[src/rtl/phy_tx_sched_pkg.sv]
// rtl/phy_tx_sched_pkg.sv - shared PHY TX link constants and scheduler FSM encoding
// Contents:
//   PHY_COM_WORD  : link-init word, four K28.5 symbols
//   PHY_IDLE_WORD : word driven when nothing is being sent
//   sched_state_t : scheduler FSM states (INIT = 0, RUN = 1)
//   sat_inc       : increment that saturates at a limit
package phy_tx_sched_pkg;

    localparam logic [31:0] PHY_COM_WORD  = 32'hBCBC_BCBC;
    localparam logic [31:0] PHY_IDLE_WORD = 32'h7C7C_7C7C;

    typedef enum logic {
        ST_INIT = 1'b0,
        ST_RUN  = 1'b1
    } sched_state_t;

    function automatic logic [7:0] sat_inc(input logic [7:0] value, input logic [7:0] limit);
        return (value >= limit) ? limit : value + 8'd1;
    endfunction

endpackage

[src/rtl/phy_tx_sched_if.sv]
// rtl/phy_tx_sched_if.sv - requester and PHY-side signal bundle of the TX scheduler
// Signals:
//   req0_data/req0_valid/req0_ready : requester 0 word handshake
//   req1_data/req1_valid/req1_ready : requester 1 word handshake
//   data_out/valid_out              : word and qualifier towards PHY TX data_in/valid_in
//   init_done                       : high once the link-init sequence has completed
// Modports:
//   master : requester/PHY side (drives requests, observes scheduler outputs)
//   slave  : scheduler side
interface phy_tx_sched_if;

    logic [31:0] req0_data;
    logic        req0_valid;
    logic        req0_ready;
    logic [31:0] req1_data;
    logic        req1_valid;
    logic        req1_ready;
    logic [31:0] data_out;
    logic        valid_out;
    logic        init_done;

    modport master (
        output req0_data, req0_valid, req1_data, req1_valid,
        input  req0_ready, req1_ready, data_out, valid_out, init_done
    );

    modport slave (
        input  req0_data, req0_valid, req1_data, req1_valid,
        output req0_ready, req1_ready, data_out, valid_out, init_done
    );

endinterface

[src/rtl/phy_tx_rr_arb.sv]
// rtl/phy_tx_rr_arb.sv - two-way burst-limited grant logic for the PHY TX scheduler
// Ports:
//   clk_2f  : word-rate clock
//   reset   : synchronous active-high reset
//   run     : arbitration enabled (scheduler in RUN and not in reset)
//   valid0  : requester 0 has a word
//   valid1  : requester 1 has a word
//   grant0  : requester 0 granted this cycle (combinational)
//   grant1  : requester 1 granted this cycle (combinational)
module phy_tx_rr_arb
    import phy_tx_sched_pkg::*;
#(
    parameter int BURST = 4
) (
    input  logic clk_2f,
    input  logic reset,
    input  logic run,
    input  logic valid0,
    input  logic valid1,
    output logic grant0,
    output logic grant1
);

    localparam logic [7:0] BURST_LIM = 8'(BURST);

    logic       last;
    logic [7:0] cnt;
    logic       any_grant;
    logic       grantee;

    always_comb begin
        any_grant = run & (valid0 | valid1);
        // Under contention the current owner keeps the link until it has
        // used its burst; a lone requester is always served.
        if (valid0 & valid1) begin
            grantee = (cnt < BURST_LIM) ? last : ~last;
        end else begin
            grantee = valid1;
        end
    end

    assign grant0 = any_grant & ~grantee;
    assign grant1 = any_grant & grantee;

    // A grant is only ever given to a valid requester, so any_grant is
    // exactly the "a transfer happens on this edge" condition.
    always_ff @(posedge clk_2f) begin
        if (reset) begin
            last <= 1'b0;
            cnt  <= 8'd0;
        end else if (any_grant) begin
            if (grantee == last) begin
                cnt <= sat_inc(cnt, BURST_LIM);
            end else begin
                last <= grantee;
                cnt  <= 8'd1;
            end
        end
    end

endmodule

[src/rtl/phy_tx_sched.sv]
// rtl/phy_tx_sched.sv - PHY TX word scheduler: link-init COM sequence, then two-requester arbitration
// Ports:
//   clk_2f : sole clock, 32-bit word rate of the PHY TX
//   reset  : synchronous active-high reset
//   bus    : phy_tx_sched_if.slave (requester handshakes, data_out/valid_out, init_done)
// After reset the block emits INIT_WORDS COM words, then enters RUN for good and
// forwards requester words through a one-cycle output register.
module phy_tx_sched
    import phy_tx_sched_pkg::*;
#(
    parameter int          INIT_WORDS = 4,
    parameter int          BURST      = 4,
    parameter logic [31:0] COM_WORD   = PHY_COM_WORD,
    parameter logic [31:0] IDLE_WORD  = PHY_IDLE_WORD
) (
    input  logic           clk_2f,
    input  logic           reset,
    phy_tx_sched_if.slave  bus
);

    localparam logic [7:0] INIT_LIM = 8'(INIT_WORDS);

    sched_state_t state;
    logic [7:0]   init_cnt;
    logic [31:0]  data_q;
    logic         valid_q;
    logic         init_done_q;
    logic         run;
    logic         grant0;
    logic         grant1;

    // Readys must read low throughout reset even if the FSM was in RUN.
    assign run = (state == ST_RUN) & ~reset;

    phy_tx_rr_arb #(
        .BURST (BURST)
    ) u_arb (
        .clk_2f (clk_2f),
        .reset  (reset),
        .run    (run),
        .valid0 (bus.req0_valid),
        .valid1 (bus.req1_valid),
        .grant0 (grant0),
        .grant1 (grant1)
    );

    assign bus.req0_ready = grant0;
    assign bus.req1_ready = grant1;
    assign bus.data_out   = data_q;
    assign bus.valid_out  = valid_q;
    assign bus.init_done  = init_done_q;

    // INIT spends INIT_WORDS edges registering COM words; the edge after the
    // last one lands in RUN with an idle output, so init_done rises on the
    // first cycle in which requesters can be served.
    always_ff @(posedge clk_2f) begin
        if (reset) begin
            state       <= ST_INIT;
            init_cnt    <= 8'd0;
            data_q      <= IDLE_WORD;
            valid_q     <= 1'b0;
            init_done_q <= 1'b0;
        end else begin
            case (state)
                ST_INIT: begin
                    if (init_cnt == INIT_LIM) begin
                        state       <= ST_RUN;
                        init_done_q <= 1'b1;
                        data_q      <= IDLE_WORD;
                        valid_q     <= 1'b0;
                    end else begin
                        init_cnt <= init_cnt + 8'd1;
                        data_q   <= COM_WORD;
                        valid_q  <= 1'b1;
                    end
                end
                ST_RUN: begin
                    if (grant0) begin
                        data_q  <= bus.req0_data;
                        valid_q <= 1'b1;
                    end else if (grant1) begin
                        data_q  <= bus.req1_data;
                        valid_q <= 1'b1;
                    end else begin
                        data_q  <= IDLE_WORD;
                        valid_q <= 1'b0;
                    end
                end
            endcase
        end
    end

endmodule

[src/flat_wrapper.sv]
// flat-port wrapper written by rule: the top's interface ports become plain ports
module phy_tx_sched_flat import phy_tx_sched_pkg::*;
#(
    parameter int          INIT_WORDS = 4,
    parameter int          BURST      = 4,
    parameter logic [31:0] COM_WORD   = PHY_COM_WORD,
    parameter logic [31:0] IDLE_WORD  = PHY_IDLE_WORD
)
  (clk_2f, reset, bus_req0_data, bus_req0_valid, bus_req1_data, bus_req1_valid, bus_req0_ready, bus_req1_ready, bus_data_out, bus_valid_out, bus_init_done);
  phy_tx_sched_if bus_i ();
  input  logic clk_2f;
  input  logic reset;
  input wire logic [$bits(bus_i.req0_data)-1:0] bus_req0_data;
  input wire logic [$bits(bus_i.req0_valid)-1:0] bus_req0_valid;
  input wire logic [$bits(bus_i.req1_data)-1:0] bus_req1_data;
  input wire logic [$bits(bus_i.req1_valid)-1:0] bus_req1_valid;
  output wire logic [$bits(bus_i.req0_ready)-1:0] bus_req0_ready;
  output wire logic [$bits(bus_i.req1_ready)-1:0] bus_req1_ready;
  output wire logic [$bits(bus_i.data_out)-1:0] bus_data_out;
  output wire logic [$bits(bus_i.valid_out)-1:0] bus_valid_out;
  output wire logic [$bits(bus_i.init_done)-1:0] bus_init_done;
  assign bus_i.req0_data = bus_req0_data;
  assign bus_i.req0_valid = bus_req0_valid;
  assign bus_i.req1_data = bus_req1_data;
  assign bus_i.req1_valid = bus_req1_valid;
  assign bus_req0_ready = bus_i.req0_ready;
  assign bus_req1_ready = bus_i.req1_ready;
  assign bus_data_out = bus_i.data_out;
  assign bus_valid_out = bus_i.valid_out;
  assign bus_init_done = bus_i.init_done;
  phy_tx_sched #(.INIT_WORDS(INIT_WORDS), .BURST(BURST), .COM_WORD(COM_WORD), .IDLE_WORD(IDLE_WORD)) u_core (.clk_2f(clk_2f), .reset(reset), .bus(bus_i));
endmodule
[config.mk]
export PLATFORM = sky130hd
export DESIGN_NAME = phy_tx_sched_flat
export DESIGN_NICKNAME = d
export VERILOG_FILES = /design/src/rtl/phy_tx_sched_pkg.sv /design/src/rtl/phy_tx_sched_if.sv /design/src/rtl/phy_tx_rr_arb.sv /design/src/rtl/phy_tx_sched.sv /design/src/flat_wrapper.sv
export SDC_FILE = /design/constraint.sdc
export NUM_CORES = 1
export LEC_CHECK = 0
export ABC_CLOCK_PERIOD_IN_PS = 2440
export CORE_MARGIN = 8
export CORE_UTILIZATION = 40
export DETAILED_ROUTE_END_ITERATION = 7
export HOLD_SLACK_MARGIN = 0.12
export PLACE_DENSITY = 0.8
export SLEW_MARGIN = 20
export SYNTH_ARGS = -nofsm -noshare
export SYNTH_HDL_FRONTEND = slang
export SYNTH_SLANG_ARGS = --single-unit
[constraint.sdc]
create_clock -name clk_2f -period 2.44 [get_ports clk_2f]
set_input_delay 0.488 -clock clk_2f [delete_from_list [all_inputs] [get_ports clk_2f]]
set_output_delay 0.488 -clock clk_2f [all_outputs]
set_load 0.01 [all_outputs]
# [Word level (Yosys, flattened, before mapping)]
# Cells that the tools add are included.
[op_classes] mux=14 n_eq_ne=2 add_sub_neg=2 shift=0 n_lt_le_gt_ge=2 n_mul=0 n_reduce_logical=3 div_mod_pow=0 bitwise=12
[op_table] op="$mux 32" n=3
[op_table] op="$pmux 32 s2" n=1
[op_table] op="$add 8x1->8 const B" n=2
[op_table] op="$mux 8" n=2
[op_table] op="$eq 8x3->1 const B" n=1
[op_table] op="$ge 8x3->1 const B" n=1
[op_table] op="$lt 8x3->1 const B" n=1
[op_table] op="$mux 1" n=7
[op_table] op="$not 1->1" n=6
[op_table] op="$reduce_and 2->1" n=3
[op_table] op="$and 1x1->1" n=5
[op_table] op="$pmux 1 s2" n=1
[op_table] op="$eq 1x1->1" n=1
[op_table] op="$or 1x1->1" n=1
[totals] register_bits=52 wordCells=42 mem_count=0 inputBits=68 output_inout_bits=36 mem_bits_rw=0 rom_bits=0 latch_bits=0

# [Longest topological paths before layout]
[logic_depth] word_depth=7 ltp_mapped=6 mapped_depth_nobuf=6

# [Modules after synthesis]
# A second synthesis with hierarchy kept.
[unflattened] cells_unflattened=222 hier_area_um2=2120.8
[modules_own_cells] module="phy_tx_sched" area_per_inst_um2=1664.1 n_inst=1 seq_area_each_um2=860.8 cells_per_inst=173
[modules_own_cells] module="phy_tx_rr_arb" area_per_inst_um2=456.7 n_inst=1 seq_area_each_um2=180.2 cells_per_inst=49

# [Least setup slack after synthesis]
# OpenSTA, ideal clock, no wires.
[synth_timing] path_type="register to output" start="reg u_core.u_arb.cnt[7]" end="out bus_req0_ready" n_path_buf=0 setup_slack_ns=0.456 stages_incl_launch_ff=5 t_required_ns=1.952 arrival_ns=1.496 cell_sequence="dfxtp_1 > nor4_4 > mux2i_2 > nand3_4 > inv_2"
[synth_between] elab_chain_cells=5
[synth_rtl] item="start, declared" line="phy_tx_rr_arb.sv:27" text="logic [7:0] cnt;"
[synth_rtl] item="start signal, assigned" line="phy_tx_rr_arb.sv:53" text="cnt <= sat_inc(cnt, BURST_LIM);"
[synth_rtl] item="$lt 8x3->1" line="phy_tx_rr_arb.sv:36" text="grantee = (cnt < BURST_LIM) ? last : ~last;"
[synth_rtl] item="$mux 1" line="phy_tx_rr_arb.sv:36"
[synth_rtl] item="$mux 1" line="phy_tx_rr_arb.sv:35" text="if (valid0 & valid1) begin"
[synth_rtl] item="$not 1->1" line="phy_tx_rr_arb.sv:42" text="assign grant0 = any_grant & ~grantee;"
[synth_rtl] item="$and 1x1->1" line="phy_tx_rr_arb.sv:42"
[synth_rtl] item="end, declared" line="flat_wrapper.sv:17" text="output wire logic [$bits(bus_i.req0_ready)-1:0] bus_req0_ready;"
# Every way passes these cells.

# [Worst setup path in the final report]
[layout_timing] start="in bus_req1_valid" end="out bus_req0_ready"
[layout_between] elab_chain_cells=4 elab_cells_between_ends=6 cone_classes="1 x mux; 5 x bitwise"
[layout_rtl] item="start, declared" line="flat_wrapper.sv:16" text="input wire logic [$bits(bus_i.req1_valid)-1:0] bus_req1_valid;"
[layout_rtl] item="$and 1x1->1" line="phy_tx_rr_arb.sv:35"
[layout_rtl] item="$mux 1" line="phy_tx_rr_arb.sv:35"
[layout_rtl] item="$not 1->1" line="phy_tx_rr_arb.sv:42"
[layout_rtl] item="$and 1x1->1 *" line="phy_tx_rr_arb.sv:42"
# Mark *: on every way between the ends. The rest lies on a longest branch, timed or not.

==> qor.csv <==
metric;value;unit
hold_viol;0;
arrival;1.89;ns
report.final.slew_viol_count;0;
path_max_fanout;4;
clk-insertion-delay-late;0.30;ns
setup_slack;0.0578;ns
reg2reg_from;u_core.state$_SDFF_PP0_;
cts_hold_buffers;0;
drive_gt1_share;13.6;%
cpMaxStageDelayCell;clkdlybuf4s50_1;
cp.buffers_inverters;3;
die_x;88.4;µm
post-route-drc-count;0;
cp-start-kind;primary input;
cts.sinks;52;
die_area;7820;µm²
die_h;88.4;µm
worstSetupPathType;in -> out;
netlist_top_cells_area;dfxtp_1 (50%), o22a_1 (6.7%), a22o_1 (3.3%);
vias;1920;
ir_drop;0.264;mV
worstMarginPinSlew;0.536;ns
fillers;417;
required;1.95;ns
powerDensity;565;nW/µm²
fin_nets;388;
crit_end;bus_req0_ready;
cts.path.max_buffers;2;
wire_per_inst;15.7;µm
final.period_utilization;97.6;%
dp_hpwl;4820;µm
synth_top_area_cell;dfxtp_1;
cp_slowest_stage_delay;0.48;ns
antenna_found_initial;0;
io_buffers;103;
num_rows;26;
viasPerCell;4.96;
grt_use_met3;5.11;%
timing.fmax;420;MHz
cp-end-kind;output port;
dp_cells;376;
gr-usage-met2;27.3;%
h-tree-depth;2;
dpl_cell_area;3270;µm²
path_clk_slew;0.09;ns
ys_types;47;
async_reset_ff_share;0;%
synth-edff-count;0;
floorplan.initialDensity;41.3;%
slew_headroom;63.7;%
path_delay_family;buffers and inverters;
reg2regPathDepth;4;
grtUsageMet1;16.4;%
drtPass1Iterations;4;
ant_nets;0;
crit_chain;clkdlybuf4s50_1 -> nor2b_2 -> mux2i_2 -> nand3_4 -> inv_2 -> dlygate4sd2_1;
setup_viol;0;
boundaryPins;104;
drt_wl_total;6060;µm
cts_root_buffer;clkbuf_8;
r2r-end;u_core.u_arb.cnt[7]$_SDFFE_PP0P_;
synth_seq_area_share;49.6;%
place_ws;-0.416;ns
postSynthCellCount;197;
holdPathStages;2;
synth_area;2100;µm²
clock_skew;0.00494;ns
final_core_util;67.4;%
grt_pass1_wl;9340;µm
synth.most_common_cell;dfxtp_1;
grt_pass1_vias;1935;
drv_cap;0;
outcome;completed;
fin_cells;387;
grt_max_degree;19;
netlist.area_leader.share;49.6;%
grt_busiest_layer;met2;
leakage;0.00128;µW
synth-seq-cells;52;
rrSetupSlack;0.49;ns
gp_congestion;0.781;
area_growth;63.2;%
synthFlopType;dfxtp_1;
tns;0;ns
cts_made_buffers;5;
syn_area_per_cell;10.6;µm²
tritoncts;built;
fin_area;3420;µm²
synth_common_cells;dfxtp_1 (52), o22a_1 (16), a21oi_1 (12), nor2_1 (12), nand2_1 (9);
overflow;0;
worstHoldPathType;reg -> reg;
layout_min_cycle_time;2.38;ns
drtIter0Drc;61;
cp.depth;6;
rsz0062_at_grt;false;
crit_path_start;bus_req1_valid;
synth_nets;269;
grtUsageTotal;15.2;%
yosys_warnings;0;
diodes;0;
core-area;5070;µm²
[kinds of logic after synthesis]
| logic type | share of synthesized area (%) |
|---|---|
| AO/OA/AOI/OAI | 22.1 |
| buffers and inverters | 2.74 |
| multiplexers | 2.27 |
| XOR/XNOR | 2.09 |
| flip-flops | 49.6 |
| adder cells (fa/ha/maj) | 2.39 |
| AND/OR/NAND/NOR | 18.7 |
[metrics by stage]
step / hold WS [ns] / power [µW]
after floorplan: 0.469 / 1180
after global placement: 0.454 / 1420
after detailed placement: 0.478 / 1440
after CTS: 0.499 / 1950
after global routing: 0.529 / 2040
final: 0.496 / 1930
[registers in the layout, summed over array words and instances, names as in the netlist]
signal,count
u_core.init_cnt,8
u_core.u_arb.last,1
u_core.bus.data_out,32
u_core.bus.valid_out,1
u_core.bus.init_done,1
u_core.u_arb.cnt,8
u_core.state,1
[timing repair]
item / in CTS / in global routing
setup buffers: 1 / 2
pin swaps: 2 / 1
endpoints found under the setup margin: 2 / 1
gates resized for setup: 6 / 4
[layer usage]
| layer | part of all wire, % | up-vias |
|---|---|---|
| met5 | 0 | - |
| met4 | 1.2 | 0 |
| met3 | 8.3 | 9 |
| met2 | 51 | 58 |
| met1 | 39 | 887 |
| li1 | - | 966 |
[cells in the final DEF, fill, tap and decap left out, drive strengths merged, types with 3 or more instances in the layout]
cell type	instances
clkdlybuf4s50	100
dfxtp	52
o22a	16
buf	14
a21oi	14
nor2	12
nand2	9
a22o	8
inv	8
nand3	8
o21ai	7
clkbuf	7
a31oi	4
xnor2	4
ha	4
and2	4
mux2i	4
nand4b	3
o311a	3
nand4	3
or3	3
[power breakdown]
group          switching (µW)  total [µW]  internal, µW
sequential               53.2         971           918
clock                     282         512           230
combinational             175         449           275
[cell type report]
type | instances | area, µm² | share of cell area (%)
well taps | 70 | 87.6 | 2.56
clock inverters | 2 | 15.0 | 0.439
clock buffers | 6 | 82.6 | 2.41
multi-input cells | 132 | 1030 | 30.2
repair buffers | 117 | 1130 | 33.1
flip-flops and latches | 52 | 1040 | 30.4
inverters | 8 | 30.0 | 0.878
[worst min-delay path: cells and delay by family (launching register included)]
kind | cells | cell delay (ns)
AO/OA/AOI/OAI | 1 | 0.04
flip-flops | 1 | 0.34
AND/OR/NAND/NOR | 1 | 0.08
[worst min-delay path by stage]
stage | start | end | slack (ns)
final | u_core.bus.init_done$_SDFFE_PP0P_ | u_core.bus.init_done$_SDFFE_PP0P_ | 0.50
after global routing | u_core.init_cnt[7]$_SDFFE_PP0P_ | u_core.init_cnt[7]$_SDFFE_PP0P_ | 0.53
after CTS | u_core.bus.init_done$_SDFFE_PP0P_ | u_core.bus.init_done$_SDFFE_PP0P_ | 0.50
after detailed placement | u_core.bus.init_done$_SDFFE_PP0P_ | u_core.bus.init_done$_SDFFE_PP0P_ | 0.48
after global placement | u_core.bus.init_done$_SDFFE_PP0P_ | u_core.bus.init_done$_SDFFE_PP0P_ | 0.45
after floorplan | u_core.init_cnt[7]$_SDFFE_PP0P_ | u_core.init_cnt[7]$_SDFFE_PP0P_ | 0.47
No activity file was read; power rests on OpenSTA's default activity.
